File: config.mk
export PLATFORM = sky130hd
export DESIGN_NAME = cpu_bus_router
export DESIGN_NICKNAME = d
export VERILOG_FILES = /design/src/rtl/cpu_bus_router.sv
export SDC_FILE = /design/constraint.sdc
export NUM_CORES = 1
export LEC_CHECK = 0
export CORE_AREA = 2 2 123 125
export CTS_CLUSTER_SIZE = 28
export DETAILED_ROUTE_END_ITERATION = 8
export DIE_AREA = 0 0 125 127
export PLACE_DENSITY_LB_ADDON = 0.12
export REMOVE_ABC_BUFFERS = 1
export SLEW_MARGIN = 20
export SYNTH_ARGS = -nofsm -noshare
export SYNTH_HDL_FRONTEND = slang
export SYNTH_SLANG_ARGS = --single-unit
File: constraint.sdc
create_clock -name clk -period 13.7 [get_ports clk]
set_input_delay 2.74 -clock clk [delete_from_list [all_inputs] [get_ports clk]]
set_output_delay 2.74 -clock clk [all_outputs]
set_load 0.01 [all_outputs]
File: src/rtl/cpu_bus_router.sv
// Read-path router between the CPU bus and N memory-mapped slaves: window decode,
// ready-handshake stalling, and bus-error reporting for unmapped or silent slaves.
module cpu_bus_router #(
    parameter int N_SLV   = 6,
    parameter int ADDR_W  = 32,
    parameter int DATA_W  = 32,
    parameter logic [N_SLV*ADDR_W-1:0] BASE = {32'h1FC08000, 32'h1FC09100, 32'h1FC09000,
                                               32'h1FE00000, 32'h1FC04000, 32'h1FC00000},
    parameter logic [N_SLV*ADDR_W-1:0] MASK = {32'h1FFFF000, 32'h1FFFFF00, 32'h1FFFFF00,
                                               32'h1FE00000, 32'h1FFFC000, 32'h1FFFC000},
    parameter int TIMEOUT = 255
) (
    input  logic                    clk,
    input  logic                    rst,
    input  logic [ADDR_W-1:0]       addrBus,
    input  logic                    masterEN,
    output logic [DATA_W-1:0]       dataToCPU,
    output logic                    busStall,
    output logic                    busErr,
    output logic [ADDR_W-1:0]       errAddr,
    output logic [7:0]              errCnt,
    input  logic                    errClr,
    output logic [N_SLV-1:0]        slvEN,
    input  logic [N_SLV*DATA_W-1:0] slvData,
    input  logic [N_SLV-1:0]        slvReady
);

    localparam int IDX_W = (N_SLV > 1) ? $clog2(N_SLV) : 1;
    localparam logic [15:0] LAST_WAIT = 16'(TIMEOUT - 1);

    typedef enum logic [1:0] {IDLE, WAIT, ERR} routerState;

    routerState          state, nextState;
    logic [N_SLV-1:0]    hit;
    logic                hitAny;
    logic [IDX_W-1:0]    hitIdx;
    logic [IDX_W-1:0]    sel;
    logic [ADDR_W-1:0]   reqAddr;
    logic [15:0]         waitCnt;
    logic                selReady;
    logic [DATA_W-1:0]   selData;
    logic                timedOut;

    always_comb begin
        for (int i = 0; i < N_SLV; i++) begin
            hit[i] = (addrBus & MASK[i*ADDR_W +: ADDR_W]) == BASE[i*ADDR_W +: ADDR_W];
        end
    end

    // Walk downwards so the lowest-indexed matching window is the one left standing.
    always_comb begin
        hitAny = |hit;
        hitIdx = '0;
        for (int i = N_SLV - 1; i >= 0; i--) begin
            if (hit[i]) begin
                hitIdx = IDX_W'(i);
            end
        end
    end

    assign selReady = slvReady[sel];
    assign selData  = slvData[int'(sel)*DATA_W +: DATA_W];
    assign timedOut = (waitCnt == LAST_WAIT);

    // Outputs are gated by rst so a reset mid-transaction releases the bus at once.
    always_comb begin
        nextState = state;
        slvEN     = '0;
        busStall  = 1'b0;
        busErr    = 1'b0;
        dataToCPU = '0;
        case (state)
            IDLE: begin
                if (masterEN) begin
                    busStall = 1'b1;
                    if (hitAny) begin
                        slvEN[hitIdx] = 1'b1;
                        nextState     = WAIT;
                    end else begin
                        nextState = ERR;
                    end
                end
            end
            WAIT: begin
                slvEN[sel] = 1'b1;
                if (selReady) begin
                    dataToCPU = selData;
                    nextState = IDLE;
                end else if (timedOut) begin
                    busErr    = 1'b1;
                    nextState = IDLE;
                end else begin
                    busStall  = 1'b1;
                    dataToCPU = selData;
                end
            end
            ERR: begin
                busErr    = 1'b1;
                nextState = IDLE;
            end
            default: nextState = IDLE;
        endcase
        if (rst) begin
            slvEN     = '0;
            busStall  = 1'b0;
            busErr    = 1'b0;
            dataToCPU = '0;
        end
    end

    always_ff @(posedge clk or posedge rst) begin
        if (rst) begin
            state   <= IDLE;
            sel     <= '0;
            reqAddr <= '0;
            waitCnt <= '0;
        end else begin
            state   <= nextState;
            waitCnt <= (state == WAIT) ? waitCnt + 16'd1 : 16'd0;
            if (state == IDLE && masterEN) begin
                reqAddr <= addrBus;
                if (hitAny) begin
                    sel <= hitIdx;
                end
            end
        end
    end

    // A clear wins over a simultaneous error so software never misses a reset of the count.
    always_ff @(posedge clk or posedge rst) begin
        if (rst) begin
            errAddr <= '0;
            errCnt  <= '0;
        end else begin
            if (busErr) begin
                errAddr <= reqAddr;
            end
            if (errClr) begin
                errCnt <= '0;
            end else if (busErr && errCnt != 8'hFF) begin
                errCnt <= errCnt + 8'd1;
            end
        end
    end

endmodule

==> flow_results.xml <==
<?xml version="1.0" encoding="UTF-8"?>
<metrics>
  <group name="timing">
    <metric name="timing_max_transition_violations_final" unit="">0</metric>
    <metric name="setup_viol" unit="">0</metric>
    <metric name="tightest_slew_margin_relative_to_the_limit" unit="%">36.6</metric>
    <metric name="hold-worst-slack" unit="ns">0.482</metric>
    <metric name="final.min_clock_period" unit="ns">8.49</metric>
    <metric name="setup_ws" unit="ns">5.21</metric>
    <metric name="worst-slew-pin-transition" unit="ns">0.950</metric>
    <metric name="share_of_the_cycle_needed_by_the_critical_path_after_routing" unit="%">62.0</metric>
    <metric name="achievable-frequency" unit="MHz">118</metric>
    <metric name="skew_final" unit="ns">0.00909</metric>
    <metric name="hold_violations" unit="">0</metric>
    <metric name="rsz0062_at_grt" unit="">no</metric>
    <metric name="setup_total_negative_slack" unit="ns">0</metric>
  </group>
  <group name="cells_and_area">
    <metric name="fin_cells" unit="">981</metric>
    <metric name="flow.area_growth_from_synthesis" unit="%">63.0</metric>
    <metric name="design.final.nets" unit="">1029</metric>
    <metric name="number_of_inserted_filler_cells_in_the_final_layout" unit="">1158</metric>
    <metric name="layout-drive-gt1-share" unit="%">20.4</metric>
  </group>
  <group name="placed_design">
    <metric name="port-buffer-count" unit="">313</metric>
    <metric name="post-place-cells" unit="">962</metric>
    <metric name="hpwlAfterDp" unit="um">16500</metric>
    <metric name="place_worst_setup_slack" unit="ns">5.18</metric>
    <metric name="gpl.final_weighted_congestion" unit="">0.942</metric>
  </group>
  <group name="logic_synthesis">
    <metric name="synth_sequential_area_ratio" unit="%">40.4</metric>
    <metric name="post_synth_xor_area_fraction" unit="%">1.83</metric>
    <metric name="yosys.area_share.adder" unit="%">1.30</metric>
    <metric name="netlist-cell-type-count" unit="">49</metric>
    <metric name="synth_cells" unit="">493</metric>
    <metric name="area_of_the_mapped_netlist" unit="um2">5750</metric>
    <metric name="synth.yosys.warnings" unit="">0</metric>
    <metric name="synth-simple-area-share" unit="%">12.0</metric>
    <metric name="postSynthAreaPerCell" unit="um2">11.7</metric>
    <metric name="synth.area.mux_share" unit="%">32.4</metric>
    <metric name="main_combinational_cell_family_by_area_after_synthesis" unit="">multiplexers</metric>
    <metric name="ys_seq_elements" unit="">93</metric>
    <metric name="compound_gate_fraction_of_synth_area" unit="%">9.05</metric>
  </group>
  <group name="setup_path">
    <metric name="timing_worst_setup_path_type" unit="">in2out</metric>
    <metric name="end_kind" unit="">output port</metric>
    <metric name="crit_arrival" unit="ns">5.75</metric>
    <metric name="worstPathRequired" unit="ns">10.96</metric>
    <metric name="worstPathMaxFanout" unit="">33</metric>
    <metric name="start_kind" unit="">input pin</metric>
  </group>
  <group name="clock_network">
    <metric name="ctsHoldBuffers" unit="">0</metric>
    <metric name="ctsRootBufferMaster" unit="">sky130_fd_sc_hd__clkbuf_16</metric>
    <metric name="numCtsBuffers" unit="">9</metric>
    <metric name="cts_sinks" unit="">93</metric>
    <metric name="ctsResizeCount" unit="">0</metric>
    <metric name="htree_num_levels" unit="">3</metric>
    <metric name="tritoncts_clock_tree" unit="">built</metric>
    <metric name="worstSkewPairLatency" unit="ns">0.34</metric>
    <metric name="cts.path.max_buffers" unit="">2</metric>
    <metric name="post_cts_setup_buffer_count" unit="">0</metric>
    <metric name="worst_setup_hold_path_clk_slew" unit="ns">0.07</metric>
  </group>
  <group name="grt">
    <metric name="grt_start_max_net_pins" unit="">78</metric>
    <metric name="first_global_vias" unit="">5683</metric>
    <metric name="grt_use_total" unit="%">26.0</metric>
    <metric name="grt_antenna_before_repair" unit="">3</metric>
    <metric name="grt_first_pass_wirelength" unit="um">31900</metric>
    <metric name="global_route.overflow_total" unit="">0</metric>
  </group>
  <group name="die">
    <metric name="floorplan_die_area" unit="um2">15900</metric>
    <metric name="std_cell_rows" unit="">44</metric>
    <metric name="fp.coreArea" unit="um2">14400</metric>
    <metric name="floorplan.initialDensity" unit="%">39.9</metric>
    <metric name="boundaryPins" unit="">314</metric>
    <metric name="dieWidth" unit="um">125</metric>
    <metric name="die-height" unit="um">127</metric>
  </group>
  <group name="route">
    <metric name="drt-total-wl" unit="um">21300</metric>
    <metric name="drc" unit="">0</metric>
    <metric name="vias" unit="">5423</metric>
    <metric name="post_drt_wl_per_cell" unit="um">21.7</metric>
    <metric name="postRouteAntennaNets" unit="">0</metric>
    <metric name="drt_first_pass_iters" unit="">4</metric>
    <metric name="drtIter0Drc" unit="">304</metric>
    <metric name="route.detailed.vias_per_inst" unit="">5.53</metric>
  </group>
  <group name="power">
    <metric name="power.ir.vdd_worst" unit="mV">0.0994</metric>
    <metric name="finalPower" unit="mW">0.975</metric>
    <metric name="leak" unit="nW">3.61</metric>
    <metric name="powerDensity" unit="nW/um2">104</metric>
  </group>
  <group name="status">
    <metric name="result_of_the_run" unit="">finished clean</metric>
  </group>
  <group name="flow_run">
    <metric name="max_cap_viol_count" unit="">0</metric>
  </group>
  <group name="min_path">
    <metric name="hold_path.class" unit="">reg2reg</metric>
  </group>
</metrics>
critical path: stages:
cell and delay, ns:
sky130_fd_sc_hd__clkdlybuf4s50_1 0.40, sky130_fd_sc_hd__mux2_1 0.33, sky130_fd_sc_hd__a222oi_1 0.63, sky130_fd_sc_hd__a31oi_2 0.40, sky130_fd_sc_hd__nor2_4 0.18, sky130_fd_sc_hd__buf_4 0.41, sky130_fd_sc_hd__clkdlybuf4s50_1 0.62
layout by cell type (no fill, tap or decap), drive strengths merged, types with 5 or more instances in the layout:
cell type        n
dfrtp           93
ha               6
a22oi           35
and2            14
mux4            32
buf              7
o31ai            5
clkdlybuf4s50  313
a21oi           11
or4              5
mux2           101
xnor2            9
nand3           16
clkbuf          10
o21ai           10
nor2            43
nand2           13
nand4            8
inv              9
nor2b            8
synthesized netlist by cell type, drive strengths merged:
cell    number  area share [%]
a211oi       1            0.13
a21bo        1            0.17
a21boi       2            0.26
a21oi       11            0.96
a222oi       1            0.17
a22o         1            0.15
a22oi       35             4.6
a31o         1            0.15
a31oi        2            0.22
a32o         1            0.17
a41o         1            0.17
a41oi        1            0.15
and2        14             1.5
and3         3            0.33
and4         4            0.61
and4b        2            0.35
buf         10            0.89
clkbuf      25             1.6
dfrtp       93              40
ha           6             1.3
inv          8            0.52
mux2       101              20
mux4        32              13
nand2       13            0.85
nand2b       1            0.11
nand3       16             1.4
nand3b       1            0.13
nand4        8            0.87
nand4b       1            0.15
nor2        43             2.8
nor2b        8            0.87
nor3         4            0.35
nor3b        1            0.13
nor4         3            0.33
nor4bb       1            0.17
o211ai       1            0.13
o21ai       10            0.87
o22ai        1            0.11
o31ai        5            0.65
or3          3            0.33
or4          5            0.65
xnor2        9             1.4
xor2         3            0.46
cell families (layout without fill, tap and decap cells):
logic type                 Yosys count  in the layout
AOI/OAI and AO/OA                   75             75
xor gates and xnor gates            12             12
adders and majority gates            6              6
buffers and inverters               43            344
DFF                                 93             93
muxes                              133            133
other                                0              3
and+or+nand+nor                    131            131
worst paths after layout:
check / endpoint / depth (start not counted) / from / slack, ns
min: waitCnt[0] / 1 / waitCnt[0] / 0.48
max in group asynchronous: sel[0] / 3 / rst / 9.63
min reg2reg: waitCnt[0] / 1 / waitCnt[0] / 0.48
min in group asynchronous: waitCnt[11] / 2 / rst / 2.75
max: busErr / 7 / slvReady[3] / 5.21
max reg2reg: errAddr[14] / 6 / sel[1] / 10.33
state kept, by name (all words and copies together) (netlist names):
signal,cells
errAddr,32
errCnt,8
reqAddr,32
sel,3
state,2
waitCnt,16
power by group:
part,internal (mW),switching (mW),leakage (nW)
Sequential,0.342,0.0399,1.15
Clock,0.162,0.108,0.158
Combinational,0.213,0.111,2.30
metal layers:
layer  routed length [um]  track usage (%)  vias to the layer above
li1                     -                -                     2471
met2                10700             44.5                      236
met3                 1710             7.45                       32
met1                 8370             31.3                     2684
met5                    0                0                        -
met4                  524             9.61                        0
metrics by stage:
stage          utilization (%)  cell area (um2)
6_report                  65.0             9380
5_1_grt                   65.0             9380
4_1_cts                   64.9             9370
3_5_place_dp              62.7             9040
3_3_place_gp              62.7             9040
2_1_floorplan                -             5610
area by class of cell:
type | instances | area, um2 | area share (%)
antenna | 3 | 7.51 | 0.0800
inverter | 8 | 31.3 | 0.333
sequential | 93 | 2330 | 24.9
multi-input combinational | 357 | 3270 | 34.9
tap | 184 | 230 | 2.45
timing repair buffer | 320 | 3190 | 34.0
clock buffer | 10 | 229 | 2.44
clock inverter | 6 | 95.1 | 1.01
Note: power is estimated with default switching activity, not from simulation.
